`src/rtl/data_bus_master.sv`:
```
// Data-bus initiator: turns one MEM-stage load/store into a single held bus transaction
// and returns aligned, extended load data (or an error) as a one-cycle response.
module data_bus_master #(
  parameter int unsigned TIMEOUT_CYCLES = 0
) (
  input  logic        clk,
  input  logic        rst_n,
  input  logic        req_valid,
  output logic        req_ready,
  input  logic        req_write,
  input  logic [1:0]  req_size,
  input  logic        req_signed,
  input  logic [31:0] req_addr,
  input  logic [31:0] req_wdata,
  output logic        resp_valid,
  output logic [31:0] resp_rdata,
  output logic        resp_error,
  output logic [31:0] bus_address,
  output logic        bus_read,
  output logic        bus_write,
  output logic [3:0]  bus_mask,
  output logic [31:0] bus_data_wr,
  input  logic [31:0] bus_data_rd,
  input  logic        bus_stall
);

  typedef enum logic [1:0] {StIdle, StAccess, StErr} state_e;

  state_e      state_q, state_d;
  logic [1:0]  offset_q, offset_d;
  logic [1:0]  size_q, size_d;
  logic        signed_q, signed_d;
  logic [31:0] cnt_q, cnt_d;
  logic        resp_valid_q, resp_valid_d;
  logic        resp_error_q, resp_error_d;
  logic [31:0] resp_rdata_q, resp_rdata_d;
  logic [31:0] bus_address_q, bus_address_d;
  logic        bus_read_q, bus_read_d;
  logic        bus_write_q, bus_write_d;
  logic [3:0]  bus_mask_q, bus_mask_d;
  logic [31:0] bus_data_wr_q, bus_data_wr_d;

  logic        accept;
  logic        illegal;
  logic        timeout_hit;
  logic [3:0]  mask_req;
  logic [31:0] wdata_req;
  logic [31:0] shifted;
  logic [31:0] load_ext;

  assign req_ready = (state_q == StIdle);
  assign accept    = req_valid & req_ready;

  // Request decode: legality, byte enables and lane-replicated store data.
  always_comb begin
    illegal   = 1'b0;
    mask_req  = 4'b0000;
    wdata_req = 32'h0;
    case (req_size)
      2'd0: begin
        mask_req  = 4'b0001 << req_addr[1:0];
        wdata_req = {4{req_wdata[7:0]}};
      end
      2'd1: begin
        illegal   = req_addr[0];
        mask_req  = req_addr[1] ? 4'b1100 : 4'b0011;
        wdata_req = {2{req_wdata[15:0]}};
      end
      2'd2: begin
        illegal   = |req_addr[1:0];
        mask_req  = 4'b1111;
        wdata_req = req_wdata;
      end
      default: illegal = 1'b1;
    endcase
    if (!req_write) wdata_req = 32'h0;
  end

  assign shifted = bus_data_rd >> {offset_q, 3'b000};

  always_comb begin
    case (size_q)
      2'd0:    load_ext = {{24{signed_q & shifted[7]}}, shifted[7:0]};
      2'd1:    load_ext = {{16{signed_q & shifted[15]}}, shifted[15:0]};
      default: load_ext = shifted;
    endcase
  end

  // Fires on the stalled cycle that would bring the stall count up to the limit.
  assign timeout_hit = (TIMEOUT_CYCLES != 0) && (cnt_q == TIMEOUT_CYCLES - 1);

  always_comb begin
    state_d       = state_q;
    offset_d      = offset_q;
    size_d        = size_q;
    signed_d      = signed_q;
    cnt_d         = cnt_q;
    bus_address_d = bus_address_q;
    bus_read_d    = bus_read_q;
    bus_write_d   = bus_write_q;
    bus_mask_d    = bus_mask_q;
    bus_data_wr_d = bus_data_wr_q;
    resp_valid_d  = 1'b0;
    resp_error_d  = 1'b0;
    resp_rdata_d  = 32'h0;
    unique case (state_q)
      StIdle: begin
        if (accept) begin
          offset_d = req_addr[1:0];
          size_d   = req_size;
          signed_d = req_signed;
          cnt_d    = 32'h0;
          if (illegal) begin
            state_d = StErr;
          end else begin
            state_d       = StAccess;
            bus_address_d = {req_addr[31:2], 2'b00};
            bus_read_d    = ~req_write;
            bus_write_d   = req_write;
            bus_mask_d    = mask_req;
            bus_data_wr_d = wdata_req;
          end
        end
      end
      StAccess: begin
        if (!bus_stall || timeout_hit) begin
          state_d       = StIdle;
          bus_address_d = 32'h0;
          bus_read_d    = 1'b0;
          bus_write_d   = 1'b0;
          bus_mask_d    = 4'b0000;
          bus_data_wr_d = 32'h0;
          resp_valid_d  = 1'b1;
          if (bus_stall) begin
            resp_error_d = 1'b1;
          end else if (bus_read_q) begin
            resp_rdata_d = load_ext;
          end
        end else if (TIMEOUT_CYCLES != 0) begin
          cnt_d = cnt_q + 32'd1;
        end
      end
      StErr: begin
        state_d      = StIdle;
        resp_valid_d = 1'b1;
        resp_error_d = 1'b1;
      end
      default: state_d = StIdle;
    endcase
  end

  always_ff @(posedge clk or negedge rst_n) begin
    if (!rst_n) begin
      state_q       <= StIdle;
      offset_q      <= 2'b00;
      size_q        <= 2'b00;
      signed_q      <= 1'b0;
      cnt_q         <= 32'h0;
      resp_valid_q  <= 1'b0;
      resp_error_q  <= 1'b0;
      resp_rdata_q  <= 32'h0;
      bus_address_q <= 32'h0;
      bus_read_q    <= 1'b0;
      bus_write_q   <= 1'b0;
      bus_mask_q    <= 4'b0000;
      bus_data_wr_q <= 32'h0;
    end else begin
      state_q       <= state_d;
      offset_q      <= offset_d;
      size_q        <= size_d;
      signed_q      <= signed_d;
      cnt_q         <= cnt_d;
      resp_valid_q  <= resp_valid_d;
      resp_error_q  <= resp_error_d;
      resp_rdata_q  <= resp_rdata_d;
      bus_address_q <= bus_address_d;
      bus_read_q    <= bus_read_d;
      bus_write_q   <= bus_write_d;
      bus_mask_q    <= bus_mask_d;
      bus_data_wr_q <= bus_data_wr_d;
    end
  end

  assign resp_valid  = resp_valid_q;
  assign resp_error  = resp_error_q;
  assign resp_rdata  = resp_rdata_q;
  assign bus_address = bus_address_q;
  assign bus_read    = bus_read_q;
  assign bus_write   = bus_write_q;
  assign bus_mask    = bus_mask_q;
  assign bus_data_wr = bus_data_wr_q;

endmodule

```
`config.mk`:
```
export PLATFORM = sky130hd
export DESIGN_NAME = data_bus_master
export DESIGN_NICKNAME = d
export VERILOG_FILES = /design/src/rtl/data_bus_master.sv
export SDC_FILE = /design/constraint.sdc
export NUM_CORES = 1
export LEC_CHECK = 0
export ABC_CLOCK_PERIOD_IN_PS = 2200
export CELL_PAD_IN_SITES_DETAIL_PLACEMENT = 1
export CELL_PAD_IN_SITES_GLOBAL_PLACEMENT = 2
export CORE_UTILIZATION = 27
export CTS_BUF_LIST = sky130_fd_sc_hd__clkbuf_4 sky130_fd_sc_hd__clkbuf_8
export DETAILED_ROUTE_END_ITERATION = 6
export PLACE_DENSITY_LB_ADDON = 0.1
export SETUP_SLACK_MARGIN = 0.2
export SYNTH_ARGS = -nofsm -noshare
export SYNTH_HDL_FRONTEND = slang
export SYNTH_SLANG_ARGS = --single-unit
```
`constraint.sdc`:
```
create_clock -name clk -period 2.2 [get_ports clk]
set_input_delay 0.33 -clock clk [delete_from_list [all_inputs] [get_ports clk]]
set_output_delay 0.33 -clock clk [all_outputs]
set_load 0.02 [all_outputs]
```
Yosys cells after proc, flatten, opt, wreduce, memory -nomap -nowiden
Cells that the tools add are included. W data, S select, Z words.

Flip-flop bits (word level): 111. Bits of input ports: 104. Output and inout bits: 105. Logic and storage cells: 68.

Equal/unequal tests: 8. Shift-type cells: 2. Mux-type cells: 34. Bitwise operators: 4. Reductions and logical operators: 8.

Operators by type and width (count): $mux W32 (9); $pmux W32 S2 (3); $pmux W32 S3 (1); $shr A32 B5 Y32 (1); $mux W4 (4); $pmux W4 S3 (1); $pmux W4 S2 (1); $mux W1 (7); $eq A2 B1 Y1 const B (3); $logic_not A2 Y1 (3); $mux W2 (3); $pmux W1 S2 (3); $eq A2 B2 Y1 const B (2); $ne A2 B2 Y1 const B (2); $pmux W2 S2 (1); $reduce_and A2 Y1 (2); $reduce_and A4 Y1 (1); $shl A1 B2 Y4 const A (1); $and A1 B1 Y1 (3); $pmux W1 S3 (1); $ne A2 B1 Y1 const B (1); $reduce_bool A2 Y1 (1); $reduce_or A2 Y1 (1); $not A1 Y1 (1).

Depth between registers and ports, before layout
Gate-level depths: netlist of the first run.

Depth in word-level cells: 6. Gate-level depth with buffers: 10. Mapped depth without buffers: 6.

Worst setup path before layout of the first run
Ideal clock, no wire load.

Path type: reg-to-reg. Start point: register state_q[0]. End point: register bus_data_wr_q[21], in the netlist bus_data_wr[21]. Library setup time: 0.128 ns. Arrival time: 1.861 ns. Data required time: 2.072 ns. Path slack: 0.211 ns. Cell stages (with the launch flop): 9. Path buffers: 2. Clock period less this slack: 1.989 ns. Path through: dfrtp_1 inv_1 ha_1 inv_1 o21ai_0 a211o_1 buf_2 buf_6 mux2_1.

Word-level cells in the longest chain between the ends: 4. Elaborated cells on any way between the ends: 9. Classes of those cells: eq/ne (4); mux (1); bitwise (1); reduce/logical (3).

RTL lines: start, declared (line 29) `state_e state_q, state_d;`; start signal, assigned (line 154) `state_q <= StIdle;`; start signal, assigned (line 168) `state_q <= state_d;`; $logic_not A2 Y1 (*) (line 51) `assign req_ready = (state_q == StIdle);`; via req_ready (line 9) `output logic req_ready,`; $and A1 B1 Y1 (line 52) `assign accept = req_valid & req_ready;`; $ne A2 B1 Y1 (no line); $reduce_and A4 Y1 (no line); end signal, assigned (line 180) `bus_data_wr_q <= bus_data_wr_d;`; end, declared (line 41) `logic [31:0] bus_data_wr_q, bus_data_wr_d;`.

The timed path passes the listed nets; every way through them passes the cells marked *. A chain may end at the register's enable or synchronous reset.

Worst setup path after layout of the first run
Start point: register state_q[0]. End point: output port req_ready.

Word-level cells in the longest chain between the ends: 1.

RTL lines (line): $logic_not A2 Y1 (51); end, declared (9).

Every way passes these cells.

==> results.json, run 1 <==
{
  "num_vias": 4276,
  "clk_path_buf_depth": 2,
  "synth.cell_area_um2": 5330,
  "power_density_nw_per_um2": 1180,
  "cp_slowest_cell": "dfrtp_1",
  "start_util_pct": 27.5,
  "critical_path.max_stage_delay_ns": 0.45,
  "hpwlAfterDp_um": 12300,
  "nFillCells": 2188,
  "cp.buffers_inverters": 3,
  "ant_nets": 0,
  "min_period_ns": 1.96,
  "rsz0062_at_grt": "true",
  "setup_tns_ns": 0,
  "crit_required_ns": 1.87,
  "die_area_um2": 20300,
  "crit_chain": "inv_1 -> ha_1 -> buf_4 -> dlygate4sd2_1",
  "crit_fanout": 5,
  "final_cell_mix": "clkdlybuf4s50_1, dfrtp_1, nor2b_1",
  "grt_pass1_vias": 4591,
  "finalPower_mw": 9.52,
  "io_buffers": 206,
  "yosys_warnings": 0,
  "total_leakage_power_nw": 3.60,
  "core_um2": 19400,
  "crit_path_end_kind": "output pin",
  "routabilityCongestion": 0.758,
  "fin_nets": 801,
  "gr-total-overflow": 0,
  "ys_types": 36,
  "setup_viol": 0,
  "clock_skew_ns": 0.00986,
  "worstRegToRegCells": 7,
  "ir_drop_mv": 0.614,
  "hold_path_class": "in -> async",
  "run_status": "completed",
  "insertedDiodeCount": 0,
  "synth_area_per_cell_um2": 11.1,
  "worstReg2RegEnd": "bus_data_wr[23]",
  "yosysSeqAreaShare_pct": 51.2,
  "cap_viol_max_count": 0,
  "max-slew-margin-rel_pct": 46.0,
  "max_freq_mhz": 510,
  "areaGrowthSynthToFinish_pct": 51.0,
  "io_pins": 209,
  "cts_max_level": 3,
  "cts-root-buf": "clkbuf_8",
  "hold_violations": 0,
  "r2r_setup_slack_ns": 0.29,
  "path_clk_slew_ns": 0.11,
  "drc": 0,
  "die_w_um": 142,
  "grt_max_degree": 64,
  "drive_above_1_share_pct": 13.1,
  "die_h_um": 142,
  "tritoncts": "done",
  "critPathKind": "reg -> out",
  "clk_latency_ns": 0.38,
  "ys_ff_latch": 109,
  "arrival_ns": 1.63,
  "post_drt_wl_per_cell_um": 17.0,
  "drt_first_pass_iters": 6,
  "grt_pass1_wl_um": 25100,
  "rows": 51,
  "worstReg2RegStart": "state_q[0]",
  "start_kind": "flop",
  "track_usage_pct": 16.3,
  "cts_made_buffers": 9,
  "tightest_slew_ns": 0.807,
  "cpLargestDelayFamily": "buffers and inverters",
  "drtIter0Drc": 90,
  "slew_viol_final": 0,
  "fin_crit_sh_pct": 89.2,
  "antenna_found_initial": 0,
  "totalWireLength_um": 16300,
  "clkSinkCount": 109,
  "final_core_util_pct": 41.5,
  "viasPerCell": 4.44,
  "layout_commonest_cell": "clkdlybuf4s50_1",
  "synth_cells": 481
}
-- power by group --
part / internal [mW] / switching (mW) / total (mW) / leakage [nW]
clock network: 0.564 / 0.713 / 1.28 / 0.0953
registers: 2.67 / 0.421 / 3.10 / 1.42
logic: 2.61 / 2.54 / 5.15 / 2.08
-- timing repair --
item,4_1_cts,5_1_grt
gates cloned,0,0
hold buffers,1,0
endpoints found under the hold margin,19,0
setup endpoints to repair,20,70
setup buffers,2,0
gates resized for setup,1,6
pin swaps,1,1
-- flip-flops by register name, summed over array words and instances, names as in the netlist, 2 cells and up --
signal / count
bus_address: 30
offset_q: 2
resp_rdata: 32
bus_mask: 4
state_q: 2
size_q: 2
bus_data_wr: 32
-- metal layers --
layer / routed length (um) / GRT usage [%]
met4: 155 / 4.02
met1: 6960 / 20.1
met3: 1430 / 6.09
met5: 0 / 0
met2: 7790 / 26.8
-- per-stage QoR --
| step | setup WS, ns | cell area, um^2 | cells | hold WS (ns) |
|---|---|---|---|---|
| 2_1_floorplan | 0.211 | 5330 | 482 | 0.0344 |
| 3_3_place_gp | 0.0739 | 7810 | 945 | 0.246 |
| 3_5_place_dp | 0.00590 | 7810 | 945 | 0.250 |
| 4_1_cts | 0.196 | 8020 | 962 | 0.369 |
| 5_1_grt | 0.143 | 8040 | 962 | 0.388 |
| 6_report | 0.238 | 8040 | 962 | 0.391 |
-- final cells by class --
type,count,area [um^2],share of cell area [%]
Clock buffer,11,145,1.80
Clock inverter,3,46.3,0.576
Inverter,31,116,1.45
Multi-Input combinational cell,310,2320,28.9
Sequential cell,109,2730,33.9
Tap cell,265,332,4.12
Timing Repair Buffer,233,2350,29.3
-- cells in the mapped netlist --
cell	number	area [um^2]
nand2b_1	1	6.26
nor2b_1	51	319
buf_6	7	78.8
ha_1	3	37.5
o21a_1	1	7.51
dfrtp_1	109	2730
a211oi_1	22	165
o31ai_1	1	7.51
and3b_1	1	8.76
o21ai_0	29	145
nand2_1	14	52.6
and2_1	17	106
a21oi_1	11	55.1
mux2_4	1	15.0
nor2_1	39	146
nor3_2	1	10.0
buf_1	2	7.51
nand3b_1	1	7.51
buf_2	7	35.0
a211o_1	1	8.76
mux4_2	1	22.5
a222oi_1	1	10.0
nor2_4	1	11.3
nand3_1	1	5.00
xor2_1	1	8.76
or4b_1	1	10.0
nor4b_2	1	15.0
a21o_1	9	67.6
mux2_1	6	67.6
clkbuf_1	13	48.8
mux2i_1	50	500
buf_4	3	22.5
conb_1	1	3.75
inv_1	31	116
mux2_2	41	462
or3b_2	1	8.76
-- logic make-up (layout without fill, tap and decap cells) --
family	Yosys count	in the layout	synth area share, %
AO/OA/AOI/OAI	75	75	8.76
XOR/XNOR	1	1	0.164
adder cells (fa/ha/maj)	3	3	0.705
buffers and inverters	63	278	5.80
flip-flops	109	109	51.2
multiplexers	99	99	20.0
other	1	2	0.0704
AND/OR/NAND/NOR	130	130	13.3
-- worst max path at each step --
| stage | startpoint | to | cells after the start | slack [ns] |
|---|---|---|---|---|
| final | state_q[0] | req_ready | 4 | 0.24 |
| after global routing | state_q[1] | req_ready | 4 | 0.14 |
| after CTS | state_q[1] | bus_data_wr[23] | 7 | 0.20 |
| after detailed placement | bus_stall | resp_rdata[17] | 5 | 0.006 |
| after global placement | req_addr[1] | bus_data_wr[23] | 6 | 0.07 |
| after floorplan | state_q[0] | bus_data_wr[21] | 8 | 0.21 |
(Power assumes the default switching activity.)
==> inputs of run 2 (changes only) <==
--- a/config.mk
+++ b/config.mk
@@ -5,13 +5,15 @@
 export SDC_FILE = /design/constraint.sdc
 export NUM_CORES = 1
 export LEC_CHECK = 0
-export ABC_CLOCK_PERIOD_IN_PS = 2200
+export ABC_CLOCK_PERIOD_IN_PS = 1630
 export CELL_PAD_IN_SITES_DETAIL_PLACEMENT = 1
 export CELL_PAD_IN_SITES_GLOBAL_PLACEMENT = 2
-export CORE_UTILIZATION = 27
+export CORE_ASPECT_RATIO = 1.25
+export CORE_UTILIZATION = 25
 export CTS_BUF_LIST = sky130_fd_sc_hd__clkbuf_4 sky130_fd_sc_hd__clkbuf_8
 export DETAILED_ROUTE_END_ITERATION = 6
 export PLACE_DENSITY_LB_ADDON = 0.1
+export REMOVE_ABC_BUFFERS = 1
 export SETUP_SLACK_MARGIN = 0.2
 export SYNTH_ARGS = -nofsm -noshare
 export SYNTH_HDL_FRONTEND = slang
==> constraint.sdc (replaced) <==
create_clock -name clk -period 1.63 [get_ports clk]
set_input_delay 0.2445 -clock clk [delete_from_list [all_inputs] [get_ports clk]]
set_output_delay 0.2445 -clock clk [all_outputs]
set_load 0.02 [all_outputs]
==> results.json, run 2 (synthesized netlist as in run 1, its figures left out) <==
{
  "tritoncts": "done",
  "intPower_mw": 8.47,
  "tightest_slew_ns": 0.662,
  "areaGrowthSynthToFinish_pct": 62.4,
  "crit_required_ns": 1.90,
  "worstRegToRegCells": 6,
  "pre_cts_slack_ns": -0.499,
  "grt_pass1_wl_um": 27500,
  "r2r_setup_slack_ns": -0.26,
  "arrival_ns": 2.16,
  "clk_path_buf_depth": 2,
  "fin_nets": 842,
  "max_freq_mhz": 529,
  "clock_skew_ns": 0.0145,
  "totalWireLength_um": 17900,
  "hpwlAfterDp_um": 12400,
  "cap_viol_max_count": 0,
  "hold_violations": 0,
  "total_leakage_power_nw": 4.30,
  "start_util_pct": 25.5,
  "rows": 59,
  "crit_start": "offset_q[1]",
  "drtIter0Drc": 105,
  "combinationalPowerShare_pct": 56.3,
  "gr-total-overflow": 0,
  "viasPerCell": 4.42,
  "clkSinkCount": 109,
  "track_usage_pct": 16.5,
  "final_cell_mix": "dfrtp_1, clkdlybuf4s50_1, dlygate4sd2_1",
  "layout_commonest_cell": "dfrtp_1",
  "slew_viol_final": 0,
  "drt_first_pass_iters": 5,
  "drc": 0,
  "ir_drop_mv": 0.707,
  "core_um2": 20900,
  "num_vias": 4485,
  "worstReg2RegEnd": "resp_rdata[24]",
  "critical_path.max_stage_delay_ns": 0.49,
  "routabilityCongestion": 0.793,
  "io_pins": 209,
  "crit_fanout": 8,
  "critPathKind": "reg -> reg",
  "post_drt_wl_per_cell_um": 17.7,
  "min_period_ns": 1.89,
  "setup_viol": 98,
  "power_density_nw_per_um2": 1610,
  "antenna_found_initial": 1,
  "clk_latency_ns": 0.38,
  "grt_pass1_vias": 4873,
  "worstReg2RegStart": "offset_q[1]",
  "io_buffers": 206,
  "setup_slack_ns": -0.261,
  "max-slew-margin-rel_pct": 55.8,
  "ant_nets": 0,
  "run_status": "complete, but fails checks",
  "critPathCapture": "resp_rdata[24]",
  "power_frac_clock_pct": 13.8,
  "violations": "setup timing",
  "swShare_pct": 39.3,
  "fin_crit_sh_pct": 116,
  "setup_tns_ns": -19.07,
  "cp_slowest_cell": "dfrtp_2",
  "die_area_um2": 21900,
  "cts_made_buffers": 9,
  "insertedDiodeCount": 0,
  "die_h_um": 165,
  "nFillCells": 2281,
  "p_sw_mw": 5.48,
  "rsz0062_at_grt": "true",
  "cts-root-buf": "clkbuf_8",
  "seq_power_share_pct": 29.9,
  "crit_chain": "mux2_4 -> a222oi_1 -> buf_4 -> nor4b_4 -> buf_6 -> a21o_1",
  "start_kind": "flop",
  "grt_max_degree": 110,
  "path_clk_slew_ns": 0.12,
  "crit_path_end_kind": "flop",
  "cts_max_level": 3,
  "hold_path_class": "in -> async",
  "die_w_um": 133,
  "drive_above_1_share_pct": 23.6
}
[run 2: layout make-up]
cell class                 instances  area (um^2)  share of cell area (%)
sequential                       109         2730                    31.6
timing repair buffer             273         2720                    31.4
multi-input combinational        311         2510                    29.1
tap                              274          343                    3.96
clock buffer                      10          138                    1.59
inverter                          31          116                    1.34
clock inverter                     6         93.8                    1.08
[run 2: how the worst min path moves through the flow]
stage                      endpoint  slack [ns]  cells after the start
floorplan           bus_address[10]       -0.05                      0
global placement      resp_rdata[1]        0.38                      2
detailed placement    resp_rdata[1]        0.39                      2
CTS                  bus_data_wr[4]        0.43                      3
global route         bus_data_wr[3]        0.45                      3
finish                resp_rdata[1]        0.43                      3
[run 2: critical path: cells and delay by family, from the launching register on]
kind	cells	cell delay, ns
compound gates	2	0.59
buf+inv	2	0.34
flops	1	0.49
mux	1	0.33
simple gates	1	0.04
[run 2: per-layer routing]
layer | GRT usage [%] | wire, um
met4 | 5.17 | 225
met1 | 18.6 | 7200
met2 | 30.6 | 9630
met3 | 4.06 | 875
met5 | 0 | 0
[run 2: power by group through the flow]
stage,sequential (mW),combinational (mW),clock [mW]
finish,4.17,7.85,1.92
global route,4.31,8.43,2.11
CTS,4.18,7.36,2.01
detailed placement,4.24,7.15,0
global placement,4.20,7.04,0
floorplan,5.41,2.47,0
[run 2: stage by stage]
| stage | hold slack, ns | total power, mW | cell area, um^2 | std cells | util (%) |
|---|---|---|---|---|---|
| floorplan | -0.0511 | 7.88 | 5140 | 450 | - |
| global placement | 0.383 | 11.2 | 7960 | 973 | 38.1 |
| detailed placement | 0.386 | 11.4 | 7960 | 973 | 38.1 |
| CTS | 0.433 | 13.6 | 8430 | 1006 | 40.3 |
| global route | 0.452 | 14.8 | 8650 | 1014 | 41.4 |
| finish | 0.428 | 13.9 | 8650 | 1014 | 41.4 |
[run 2: repair_timing]
| action | 4_1_cts | 5_1_grt |
|---|---|---|
| setup endpoints to repair | 208 | 112 |
| hold buffers | 1 | 0 |
| gates resized for setup | 172 | 32 |
| pin swaps | 21 | 11 |
| buffers inserted | 14 | 4 |
| cloned | 2 | 4 |
| hold endpoints to repair | 109 | 0 |
